**src/rtl/mdio_pkg.sv**
```systemverilog
// Shared definitions for the Clause-22 MDIO master: FSM states, frame field
// encodings and the header word builder.
package mdio_pkg;

  typedef enum logic [2:0] {
    ST_IDLE,
    ST_PRE,
    ST_HDR,
    ST_TA,
    ST_DATA,
    ST_DONE
  } mdio_state_t;

  localparam logic [1:0] MDIO_ST    = 2'b01;
  localparam logic [1:0] MDIO_OP_WR = 2'b01;
  localparam logic [1:0] MDIO_OP_RD = 2'b10;
  localparam logic [1:0] MDIO_TA_WR = 2'b10;

  localparam int MDIO_HDR_BITS  = 14;
  localparam int MDIO_DATA_BITS = 16;

  // Header left-aligned in 16 bits so the first serial bit is always bit 15.
  function automatic logic [15:0] mdio_hdr(input logic       wr,
                                           input logic [4:0] phyad,
                                           input logic [4:0] regad);
    return {MDIO_ST, (wr ? MDIO_OP_WR : MDIO_OP_RD), phyad, regad, 2'b00};
  endfunction

endpackage

```
**src/rtl/mdio_clk_gen.sv**
```systemverilog
// MDC generator: low for CLK_DIV cycles, then high for CLK_DIV cycles, while
// enabled. Ticks mark the last cycle before MDC changes level.
module mdio_clk_gen #(
  parameter int CLK_DIV = 25
) (
  input  logic clk,
  input  logic rst,
  input  logic enable,
  output logic mdc,
  output logic fall_tick,
  output logic rise_tick
);

  localparam int DIV_W = (CLK_DIV > 1) ? $clog2(CLK_DIV) : 1;
  localparam logic [DIV_W-1:0] LAST = DIV_W'(CLK_DIV - 1);

  logic [DIV_W-1:0] cnt;

  assign rise_tick = enable && (cnt == LAST) && !mdc;
  assign fall_tick = enable && (cnt == LAST) && mdc;

  // Disabling clears the phase so every frame starts on a fresh low half.
  always_ff @(posedge clk or posedge rst) begin
    if (rst) begin
      cnt <= '0;
      mdc <= 1'b0;
    end else if (!enable) begin
      cnt <= '0;
      mdc <= 1'b0;
    end else if (cnt == LAST) begin
      cnt <= '0;
      mdc <= ~mdc;
    end else begin
      cnt <= cnt + DIV_W'(1);
    end
  end

endmodule

```
**src/rtl/mdio_master.sv**
```systemverilog
// Clause-22 MDIO master: serializes one register read or write per command
// onto MDC/MDIO and returns a single-cycle response.
module mdio_master
  import mdio_pkg::*;
#(
  parameter int CLK_DIV = 25,
  parameter int PRE_LEN = 32
) (
  input  logic        CLK,
  input  logic        RESET,
  input  logic        CMD_VALID,
  output logic        CMD_READY,
  input  logic        CMD_WRITE,
  input  logic [4:0]  CMD_PHYAD,
  input  logic [4:0]  CMD_REGAD,
  input  logic [15:0] CMD_WDATA,
  output logic        RSP_VALID,
  output logic [15:0] RSP_RDATA,
  output logic        RSP_ERR,
  output logic        BUSY,
  output logic        MDC,
  output logic        MDIO_O,
  output logic        MDIO_OE,
  input  logic        MDIO_I
);

  mdio_state_t state;
  logic [5:0]  bit_cnt;
  logic [15:0] tx_sr;
  logic [15:0] rx_sr;
  logic        wr_q;
  logic [4:0]  phyad_q;
  logic [4:0]  regad_q;
  logic [15:0] wdata_q;
  logic        ta_err;
  logic        fall_tick;
  logic        rise_tick;
  logic [15:0] hdr_word;

  assign BUSY      = state inside {ST_PRE, ST_HDR, ST_TA, ST_DATA};
  assign CMD_READY = (state == ST_IDLE);
  assign RSP_VALID = (state == ST_DONE);
  assign hdr_word  = mdio_hdr(wr_q, phyad_q, regad_q);

  mdio_clk_gen #(.CLK_DIV(CLK_DIV)) u_clk_gen (
    .clk       (CLK),
    .rst       (RESET),
    .enable    (BUSY),
    .mdc       (MDC),
    .fall_tick (fall_tick),
    .rise_tick (rise_tick)
  );

  // Each state loads its first bit on entry; later bits shift out of tx_sr[15]
  // on every MDC falling edge, so MDIO changes together with MDC falling.
  always_ff @(posedge CLK or posedge RESET) begin
    if (RESET) begin
      state     <= ST_IDLE;
      bit_cnt   <= '0;
      tx_sr     <= '0;
      rx_sr     <= '0;
      wr_q      <= 1'b0;
      phyad_q   <= '0;
      regad_q   <= '0;
      wdata_q   <= '0;
      ta_err    <= 1'b0;
      RSP_RDATA <= '0;
      RSP_ERR   <= 1'b0;
      MDIO_O    <= 1'b1;
      MDIO_OE   <= 1'b0;
    end else begin
      case (state)
        ST_IDLE: begin
          if (CMD_VALID) begin
            wr_q    <= CMD_WRITE;
            phyad_q <= CMD_PHYAD;
            regad_q <= CMD_REGAD;
            wdata_q <= CMD_WDATA;
            ta_err  <= 1'b0;
            bit_cnt <= 6'(PRE_LEN - 1);
            MDIO_O  <= 1'b1;
            MDIO_OE <= 1'b1;
            state   <= ST_PRE;
          end
        end
        ST_PRE: begin
          if (fall_tick) begin
            if (bit_cnt == 6'd0) begin
              state   <= ST_HDR;
              bit_cnt <= 6'(MDIO_HDR_BITS - 1);
              tx_sr   <= hdr_word;
              MDIO_O  <= hdr_word[15];
            end else begin
              bit_cnt <= bit_cnt - 6'd1;
            end
          end
        end
        ST_HDR: begin
          if (fall_tick) begin
            if (bit_cnt == 6'd0) begin
              state   <= ST_TA;
              bit_cnt <= 6'd1;
              if (wr_q) begin
                tx_sr  <= {MDIO_TA_WR, 14'd0};
                MDIO_O <= MDIO_TA_WR[1];
              end else begin
                MDIO_OE <= 1'b0;
                MDIO_O  <= 1'b1;
              end
            end else begin
              bit_cnt <= bit_cnt - 6'd1;
              tx_sr   <= {tx_sr[14:0], 1'b0};
              MDIO_O  <= tx_sr[14];
            end
          end
        end
        ST_TA: begin
          if (rise_tick && !wr_q && bit_cnt == 6'd0)
            ta_err <= MDIO_I;
          if (fall_tick) begin
            if (bit_cnt == 6'd0) begin
              state   <= ST_DATA;
              bit_cnt <= 6'(MDIO_DATA_BITS - 1);
              if (wr_q) begin
                tx_sr  <= wdata_q;
                MDIO_O <= wdata_q[15];
              end
            end else begin
              bit_cnt <= bit_cnt - 6'd1;
              tx_sr   <= {tx_sr[14:0], 1'b0};
              if (wr_q)
                MDIO_O <= tx_sr[14];
            end
          end
        end
        ST_DATA: begin
          if (rise_tick && !wr_q)
            rx_sr <= {rx_sr[14:0], MDIO_I};
          if (fall_tick) begin
            if (bit_cnt == 6'd0) begin
              state     <= ST_DONE;
              MDIO_OE   <= 1'b0;
              MDIO_O    <= 1'b1;
              RSP_RDATA <= wr_q ? 16'h0000 : rx_sr;
              RSP_ERR   <= !wr_q && ta_err;
            end else begin
              bit_cnt <= bit_cnt - 6'd1;
              tx_sr   <= {tx_sr[14:0], 1'b0};
              if (wr_q)
                MDIO_O <= tx_sr[14];
            end
          end
        end
        ST_DONE: state <= ST_IDLE;
        default: state <= ST_IDLE;
      endcase
    end
  end

endmodule

```
**config.mk**
```make
export PLATFORM = sky130hd
export DESIGN_NAME = mdio_master
export DESIGN_NICKNAME = d
export VERILOG_FILES = /design/src/rtl/mdio_pkg.sv /design/src/rtl/mdio_clk_gen.sv /design/src/rtl/mdio_master.sv
export SDC_FILE = /design/constraint.sdc
export NUM_CORES = 1
export LEC_CHECK = 0
export BUFFER_PORTS_ARGS = -buffer_cell sky130_fd_sc_hd__buf_2
export CORE_AREA = 2 2 102 104
export DETAILED_ROUTE_END_ITERATION = 10
export DIE_AREA = 0 0 104 106
export PLACE_DENSITY = 0.68
export SLEW_MARGIN = 20
export SYNTH_ARGS = -nofsm -noshare
export SYNTH_HDL_FRONTEND = slang
export SYNTH_HIERARCHICAL = 1
export SYNTH_SLANG_ARGS = --single-unit
```
**constraint.sdc**
```tcl
create_clock -name CLK -period 3.2 [get_ports CLK]
set_clock_uncertainty 0.1 [all_clocks]
set_input_delay 0.64 -clock CLK [delete_from_list [all_inputs] [get_ports CLK]]
set_output_delay 0.64 -clock CLK [all_outputs]
set_load 0.02 [all_outputs]
```
==> results.json, run 1 <==
{
  "run_status": "finished, final reports clean",
  "ys.flop_type": "dfrtp_1",
  "max_cap_viol_count": 0,
  "finalCritPeriodShare": 0.954,
  "synth_enable_flop_cells": 0,
  "arrival_ns": 3.18,
  "top_cells_by_count_synth": "dfrtp_1, mux2_2, clkbuf_1, nor2b_1, nand2_1",
  "portBuffers": 53,
  "flow.area_growth_from_synthesis_pct": 13.2,
  "clkSinkCount": 93,
  "yosysUniqueCellTypes": 66,
  "drt-initial-drc-count": 231,
  "top_level_ports": 54,
  "period_needed_ns": 3.05,
  "grt_pass1_wl_mm": 19.0,
  "globalplace.congestion": 0.920,
  "detailroute.via_count": 3818,
  "p_per_area_nw_per_um2": 383,
  "first_pass_iters": 6,
  "worstSetupPathType": "flop to flop",
  "wl_mm": 11.1,
  "postSynthRegisterBits": 93,
  "insertion_delay_ns": 0.36,
  "tightestPinTransition_ns": 0.966,
  "post-cts-setup-buffers": 0,
  "fill_cells": 890,
  "rsz0062_at_grt": "false",
  "post-dp-hpwl_mm": 7.48,
  "fin_ws_ns": 0.146,
  "initial_core_util": 0.482,
  "cts.repair.resized": 0,
  "ir_drop_mv": 0.230,
  "drt_drc_violations_left": 0,
  "post_syn_area_per_cell_sq_um": 10.8,
  "regToRegEndpoint": "tx_sr[4]",
  "design.final.nets": 526,
  "via_per_inst": 6.04,
  "num_antenna_cells": 0,
  "cts-root-buf": "clkbuf_8",
  "post-synth-top-area-fraction": 0.478,
  "hold_viol": 0,
  "tritoncts_buffers": 9,
  "core_area_sq_um": 10000,
  "wire_per_inst_um": 17.5,
  "post-synth-top-area-cell": "dfrtp_1",
  "setup.worst_path.end_class": "flop",
  "syn-cell-area_sq_um": 4820,
  "fp.dieArea_sq_um": 11000,
  "dp_worst_setup_slack_ns": 0.229,
  "grt_max_degree": 51,
  "cts-hold-fix-buffers": 0,
  "yosysWarnings": 6,
  "initial_antenna_violation_count": 0,
  "core.rowCount": 37,
  "grt_pass1_vias": 3811,
  "synth_sequential_area_ratio": 0.483,
  "synth-async-reset-ratio": 1.00,
  "synth_area_leaders": "dfrtp_1, mux2_2, nor2b_1",
  "max_freq_mhz": 327,
  "postSynthNetCount": 482,
  "die_y_um": 106,
  "r2r_cells": 8,
  "clk_pin_slew_worst_paths_ns": 0.09,
  "h-tree-depth": 3,
  "worst_ep_required_time_ns": 3.32,
  "worst_r2r_startpoint": "u_clk_gen/cnt[0]",
  "yosysMostFrequentCell": "dfrtp_1",
  "final_antenna_net_count": 0,
  "critical_path.max_fanout": 19,
  "tritoncts_clock_tree": "done",
  "die_width_um": 104,
  "drive_gt1_frac": 0.304,
  "critPathLaunchType": "flop",
  "hold_path_class": "input pin to async pin",
  "slew_headroom": 0.356,
  "setup_viol_count_final": 0,
  "track_usage": 0.212,
  "power.leakage_nw": 2.58,
  "total_congestion_overflow_after_global_routing": 0,
  "finalMaxSlewViolations": 0,
  "syn_inst": 448,
  "clock_tree.buffer_depth": 2,
  "setup.reg_to_reg.worst_slack_ns": 0.15,
  "final.setup.tns_ns": 0
}
## layout by cell type, fill, tap and decap left out, types with 2 or more instances in the layout
cell type,n
a211oi_1,12
a21oi_1,5
a22oi_1,3
a31oi_1,4
a32oi_1,3
and2_1,4
and4_1,2
buf_2,53
buf_4,15
bufinv_16,2
clkbuf_8,9
dfrtp_1,92
ha_1,3
inv_1,14
inv_6,2
mux2_1,2
mux2_2,59
mux2i_1,2
nand2_1,21
nand2b_1,4
nand3_1,7
nand3b_1,4
nand4_1,18
nand4b_1,2
nor2_1,16
nor2b_1,25
nor3_1,15
nor3b_1,3
o211ai_1,3
o21ai_0,15
o22ai_1,12
o2bb2ai_1,10
o31ai_1,14
o32a_1,2
xnor2_1,3
## worst max path at each step
stage                           from         to  slack (ns)  cells after the start
floorplan                      RESET    MDIO_OE        0.21                      1
global placement    u_clk_gen/cnt[0]  tx_sr[10]        0.36                      8
detailed placement  u_clk_gen/cnt[0]  tx_sr[12]        0.23                      8
CTS                 u_clk_gen/cnt[0]   tx_sr[4]        0.20                      8
global route        u_clk_gen/cnt[0]   tx_sr[4]        0.01                      8
finish              u_clk_gen/cnt[0]   tx_sr[4]        0.15                      8
## report_power, final
part           leakage (nW)  internal (mW)  switching (mW)
combinational          1.24         0.0170          0.0292
clock                 0.106          0.443           0.428
sequential             1.24           1.17        0.000358
total                  2.58           1.63           0.457
## cell type report
cell class	count	area, sq um	share of cell area
multi-input combinational	303	2280	0.418
inverter	16	61.3	0.0112
clock inverter	6	93.8	0.0172
sequential	93	2330	0.427
timing repair buffer	69	398	0.0729
tap	136	170	0.0312
clock buffer	9	124	0.0227
## through the flow
stage | cells | instance area, sq um | hold WS, ns | utilization | total power, mW
after floorplan | 448 | 4820 | 0.331 | - | 1.22
after global routing | 632 | 5460 | 0.110 | 0.546 | 2.16
after detailed placement | 617 | 5240 | 0.382 | 0.524 | 1.25
final | 632 | 5460 | 0.100 | 0.546 | 2.09
after CTS | 632 | 5460 | 0.0917 | 0.546 | 2.11
after global placement | 617 | 5240 | 0.377 | 0.524 | 1.25
## layer usage
| layer | GRT usage | routed length, um | part of all wire |
|---|---|---|---|
| met5 | 0 | 0 | 0 |
| met4 | 0.0763 | 224 | 0.020 |
| met3 | 0.0386 | 651 | 0.059 |
| met2 | 0.344 | 5380 | 0.49 |
| met1 | 0.288 | 4830 | 0.44 |
## sequential cells by signal, indices dropped and copies added, names as in the netlist, 3 cells and up
register and flops:
RSP_RDATA 16, rx_sr 16, wdata_q 16, tx_sr 15
bit_cnt 6, phyad_q 5, regad_q 5, u_clk_gen/cnt 5
state 3
## critical path, stage by stage, from the launching register on
cell and delay (ns):
dfrtp_1 0.41, inv_1 0.08, ha_1 0.24, and4b_2 0.29, and3_2 0.31, nand4bb_1 0.21, a21o_1 0.53, and3_1 0.57
o31ai_1 0.18
## cells by family (layout without fill, tap and decap cells)
logic type | Yosys count | after routing | synth area share
and+or+nand+nor | 136 | 136 | 0.163
AOI/OAI and AO/OA | 97 | 97 | 0.148
DFF | 93 | 93 | 0.483
muxes | 63 | 63 | 0.147
buffers and inverters | 52 | 100 | 0.0434
xor gates and xnor gates | 4 | 4 | 0.00727
adders and majority gates | 3 | 3 | 0.00779
(Power assumes the default switching activity.)
==> run 2, diff against run 1 <==
--- a/config.mk
+++ b/config.mk
@@ -9,7 +9,7 @@
 export CORE_AREA = 2 2 102 104
 export DETAILED_ROUTE_END_ITERATION = 10
 export DIE_AREA = 0 0 104 106
-export PLACE_DENSITY = 0.68
+export PLACE_DENSITY = 0.75
 export SLEW_MARGIN = 20
 export SYNTH_ARGS = -nofsm -noshare
 export SYNTH_HDL_FRONTEND = slang
==> constraint.sdc (replaced) <==
create_clock -name CLK -period 3.2 [get_ports CLK]
set_clock_uncertainty 0.1 [all_clocks]
set_input_delay 0.64 -clock CLK [delete_from_list [all_inputs] [get_ports CLK]]
set_output_delay 0.64 -clock CLK [all_outputs]
set_load 0.1 [all_outputs]
==> run 2 against run 1 <==
Net effect:
- maximum frequency increased by 7.9%
- wire length increased by 2.0%
- register-to-register slack improved by 0.22 ns
- global-route usage increased by 0.22 points
- flip-flop and latch count unchanged
- sequential power about the same
- clock power increased by 5.4%
- worst hold slack improved by 0.0030 ns
- design area increased by 0.94%
- combinational power about the same
- highest routed layer unchanged
==> results.json, run 2 (synthesized netlist as in run 1, its figures left out) <==
{
  "placement.cell_area_sq_um": 5260,
  "grt_pass1_wl_mm": 18.9,
  "tritoncts_clock_tree": "done",
  "fin_ws_ns": 0.369,
  "critical_path.max_fanout": 10,
  "drive_gt1_frac": 0.309,
  "worst_ep_required_time_ns": 3.33,
  "drt-initial-drc-count": 289,
  "power.leakage_nw": 2.61,
  "cts-root-buf": "clkbuf_8",
  "tritoncts_buffers": 9,
  "rsz0062_at_grt": "false",
  "slew_headroom": 0.443,
  "cts.repair.resized": 0,
  "core_area_sq_um": 10000,
  "p_per_area_nw_per_um2": 388,
  "setup.worst_path.end_class": "flop",
  "setup_viol_count_final": 0,
  "total_congestion_overflow_after_global_routing": 0,
  "flow.area_growth_from_synthesis_pct": 14.3,
  "design_power_total_mw": 2.14,
  "tightestPinTransition_ns": 0.834,
  "wl_mm": 11.3,
  "finalMaxSlewViolations": 0,
  "globalplace.congestion": 0.922,
  "worstSetupPathType": "flop to flop",
  "grt_max_degree": 50,
  "final.setup.tns_ns": 0,
  "num_antenna_cells": 0,
  "max_freq_mhz": 353,
  "fp.dieArea_sq_um": 11000,
  "finalCritPeriodShare": 0.885,
  "detailroute.via_count": 3836,
  "hold_path_class": "input pin to async pin",
  "core.rowCount": 37,
  "largest_registers": "RSP_RDATA x16, rx_sr x16, wdata_q x16",
  "run_status": "finished, final reports clean",
  "top_level_ports": 54,
  "ir_drop_mv": 0.217,
  "dp_worst_setup_slack_ns": 0.416,
  "design.final.nets": 527,
  "wire_per_inst_um": 17.8,
  "first_pass_iters": 7,
  "layout.cells.most_common": "dfrtp_1",
  "portBuffers": 53,
  "critPathLaunchType": "flop",
  "hold_viol": 0,
  "post-cts-setup-buffers": 0,
  "insertion_delay_ns": 0.36,
  "period_needed_ns": 2.83,
  "initial_antenna_violation_count": 0,
  "grt_pass1_vias": 3764,
  "initial_core_util": 0.482,
  "final_cell_mix": "dfrtp_1, mux2_2, buf_2",
  "final_design_area_no_fill_sq_um": 5510,
  "utilization": 0.551,
  "clk_pin_slew_worst_paths_ns": 0.08,
  "fill_cells": 883,
  "cts-hold-fix-buffers": 0,
  "post-dp-hpwl_mm": 7.66,
  "drt_drc_violations_left": 0,
  "clkSinkCount": 93,
  "die_width_um": 104,
  "final_antenna_net_count": 0,
  "clock_tree.buffer_depth": 2,
  "arrival_ns": 2.97,
  "die_y_um": 106,
  "max_cap_viol_count": 0,
  "h-tree-depth": 3,
  "track_usage": 0.215,
  "via_per_inst": 6.05
}
[run 2: path summary, 6_finish.rpt]
check,cells past startpoint,from,endpoint,slack [ns]
min in group CLK,1,u_clk_gen/cnt[0],u_clk_gen/cnt[0],0.40
min reg2reg,1,u_clk_gen/cnt[0],u_clk_gen/cnt[0],0.40
min,2,RESET,u_clk_gen/cnt[2],0.10
max in group asynchronous,3,RESET,MDIO_O,2.03
max,9,u_clk_gen/cnt[0],bit_cnt[4],0.37
max reg2reg,9,u_clk_gen/cnt[0],bit_cnt[4],0.37
[run 2: cell type report]
class	instances	area, sq um	share of cell area
inverter	16	61.3	0.0111
tap	136	170	0.0309
clock inverter	4	77.6	0.0141
multi-input combinational	303	2300	0.417
clock buffer	12	165	0.0300
timing repair buffer	70	405	0.0736
sequential	93	2330	0.423
[run 2: where the power goes]
part	switching [mW]	internal, mW	total, mW	leakage, nW
sequential	0.000429	1.17	1.18	1.24
clock	0.408	0.508	0.917	0.123
combinational	0.0293	0.0170	0.0463	1.24
[run 2: per-layer routing]
| metal | vias up | routed length (um) | GRT usage |
|---|---|---|---|
| met4 | 0 | 241 | 0.0724 |
| met2 | 144 | 5700 | 0.366 |
| li1 | 1746 | - | - |
| met3 | 31 | 690 | 0.0429 |
| met5 | - | 0 | 0 |
| met1 | 1915 | 4670 | 0.274 |
[run 2: per-stage QoR]
| step | hold WS (ns) | std cells |
|---|---|---|
| 5_1_grt | 0.112 | 634 |
| 3_5_place_dp | 0.386 | 618 |
| 6_report | 0.103 | 634 |
| 4_1_cts | 0.105 | 634 |
| 2_1_floorplan | 0.331 | 448 |
| 3_3_place_gp | 0.376 | 618 |
[run 2: worst max-delay path: stages (launching register included)]
cell and delay [ns]:
dfrtp_1 0.39, inv_1 0.08, ha_1 0.24, and4b_2 0.28
and3_2 0.22, buf_4 0.18, o21a_1 0.11, o21ai_0 0.60
and2_1 0.36, o22ai_1 0.14
==> run 3, diff against run 2 <==
==> constraint.sdc (replaced) <==
create_clock -name CLK -period 3.55 [get_ports CLK]
set_clock_uncertainty 0.1 [all_clocks]
set_input_delay 0.71 -clock CLK [delete_from_list [all_inputs] [get_ports CLK]]
set_output_delay 0.71 -clock CLK [all_outputs]
set_load 0.1 [all_outputs]
==> run 3 against run 2 <==
Net effect:
- sequential share of layout area increased by 0.69 points
- power decreased by 18%
- wire length rose by 1.5%
- design area fell by 1.6%
- flip-flop and latch count did not move
- non-clock buffer count fell by 1
- setup slack gained 0.31 ns
- count of clock-buffer cells in the layout down 2
- critical path type is now flop to output port
- highest routed layer unchanged
==> results.json, run 3 (synthesized netlist as in run 1, its figures left out) <==
{
  "tritoncts_clock_tree": "done",
  "finalCritPeriodShare": 0.808,
  "drt-initial-drc-count": 291,
  "post-dp-hpwl_mm": 7.65,
  "h-tree-depth": 3,
  "grt_max_degree": 50,
  "critPathLaunchType": "flop",
  "power.leakage_nw": 2.56,
  "max_freq_mhz": 349,
  "wire_per_inst_um": 18.2,
  "final.setup.tns_ns": 0,
  "drt_drc_violations_left": 0,
  "tritoncts_buffers": 9,
  "final_cell_mix": "dfrtp_1, mux2_2, buf_2",
  "worstSetupPathType": "flop to output port",
  "final_antenna_net_count": 0,
  "arrival_ns": 2.06,
  "cts-hold-fix-buffers": 0,
  "first_pass_iters": 5,
  "insertion_delay_ns": 0.36,
  "placed_cells": 617,
  "die_y_um": 106,
  "total_congestion_overflow_after_global_routing": 0,
  "largest_registers": "RSP_RDATA x16, rx_sr x16, wdata_q x16",
  "cts-root-buf": "clkbuf_8",
  "slew_headroom": 0.543,
  "hold_path_class": "input pin to async pin",
  "period_needed_ns": 2.87,
  "wl_mm": 11.5,
  "portBuffers": 53,
  "clock_tree.buffer_depth": 2,
  "critical_path.max_fanout": 30,
  "initial_core_util": 0.482,
  "drive_gt1_frac": 0.304,
  "finalMaxSlewViolations": 0,
  "globalplace.congestion": 0.911,
  "clk_pin_slew_worst_paths_ns": 0.10,
  "fill_cells": 890,
  "die_width_um": 104,
  "track_usage": 0.216,
  "initial_antenna_violation_count": 0,
  "cts.repair.resized": 0,
  "setup.worst_path.end_class": "output port",
  "layout.cells.most_common": "dfrtp_1",
  "design.final.nets": 526,
  "setup_viol_count_final": 0,
  "hold_viol": 0,
  "grt_pass1_vias": 3841,
  "timing.hold.ws_ns": 0.169,
  "grt_pass1_wl_mm": 19.2,
  "detailroute.via_count": 3841,
  "rsz0062_at_grt": "false",
  "worst_ep_required_time_ns": 2.74,
  "via_per_inst": 6.08,
  "run_status": "finished, final reports clean",
  "core.rowCount": 37,
  "p_per_area_nw_per_um2": 325,
  "utilization": 0.542,
  "num_antenna_cells": 0,
  "clkSinkCount": 93,
  "top_level_ports": 54,
  "max_cap_viol_count": 0,
  "core_area_sq_um": 10000,
  "post-cts-setup-buffers": 0,
  "ir_drop_mv": 0.212,
  "fp.dieArea_sq_um": 11000,
  "flow.area_growth_from_synthesis_pct": 12.5,
  "tightestPinTransition_ns": 0.685,
  "final_cell_count_no_fill": 632
}
[run 3: changes by cell type in the layout (fill, tap and decap cells not counted), sizes merged]
cell | previous run | this run
buf | 70 | 69
clkbuf | 12 | 10
inv | 15 | 17
clkinvlp | 0 | 1
bufinv | 2 | 0
[run 3: final cells by class]
cell class	instances	area, sq um	share of cell area
sequential	93	2330	0.430
multi-input combinational	303	2290	0.422
timing repair buffer	69	398	0.0734
tap	136	170	0.0314
clock buffer	10	128	0.0236
inverter	16	61.3	0.0113
clock inverter	5	45.0	0.00831
[run 3: where the power goes]
group | internal [mW] | leakage (nW) | switching [mW]
clock | 0.263 | 0.0853 | 0.398
sequential | 1.06 | 1.24 | 0.000285
combinational | 0.0154 | 1.24 | 0.0271
[run 3: critical path, cell delays in order (launching register included)]
cell     delay [ns]
dfrtp_1        0.39
buf_4          0.25
or2_2          0.49
nor2_1         0.14
buf_2          0.44
[run 3: routing by layer]
| metal | global-route usage | up-vias | part of all wire | wire [um] |
|---|---|---|---|---|
| li1 | - | 1755 | - | - |
| met1 | 0.285 | 1953 | 0.44 | 5050 |
| met2 | 0.369 | 119 | 0.50 | 5770 |
| met3 | 0.0276 | 14 | 0.043 | 488 |
| met4 | 0.0734 | 0 | 0.014 | 165 |
| met5 | 0 | - | 0 | 0 |
[run 3: metrics by stage]
stage          power [mW]  setup WS, ns  instance area, sq um
3_3_place_gp         1.12         0.918                  5250
6_report             1.76         0.681                  5420
3_5_place_dp         1.12         0.825                  5250
2_1_floorplan        1.10         0.110                  4820
4_1_cts              1.78         0.680                  5420
5_1_grt              1.82         0.590                  5420
[run 3: final timing paths]
path / startpoint / endpoint / slack [ns] / depth (start not counted)
max: state[0] / CMD_READY / 0.68 / 4
min: RESET / u_clk_gen/cnt[2] / 0.17 / 2
max reg2reg: u_clk_gen/cnt[0] / tx_sr[12] / 0.80 / 8
min reg2reg: MDIO_OE / MDIO_OE / 0.41 / 1
max in group asynchronous: RESET / tx_sr[12] / 2.31 / 3
min in group CLK: MDIO_OE / MDIO_OE / 0.41 / 1
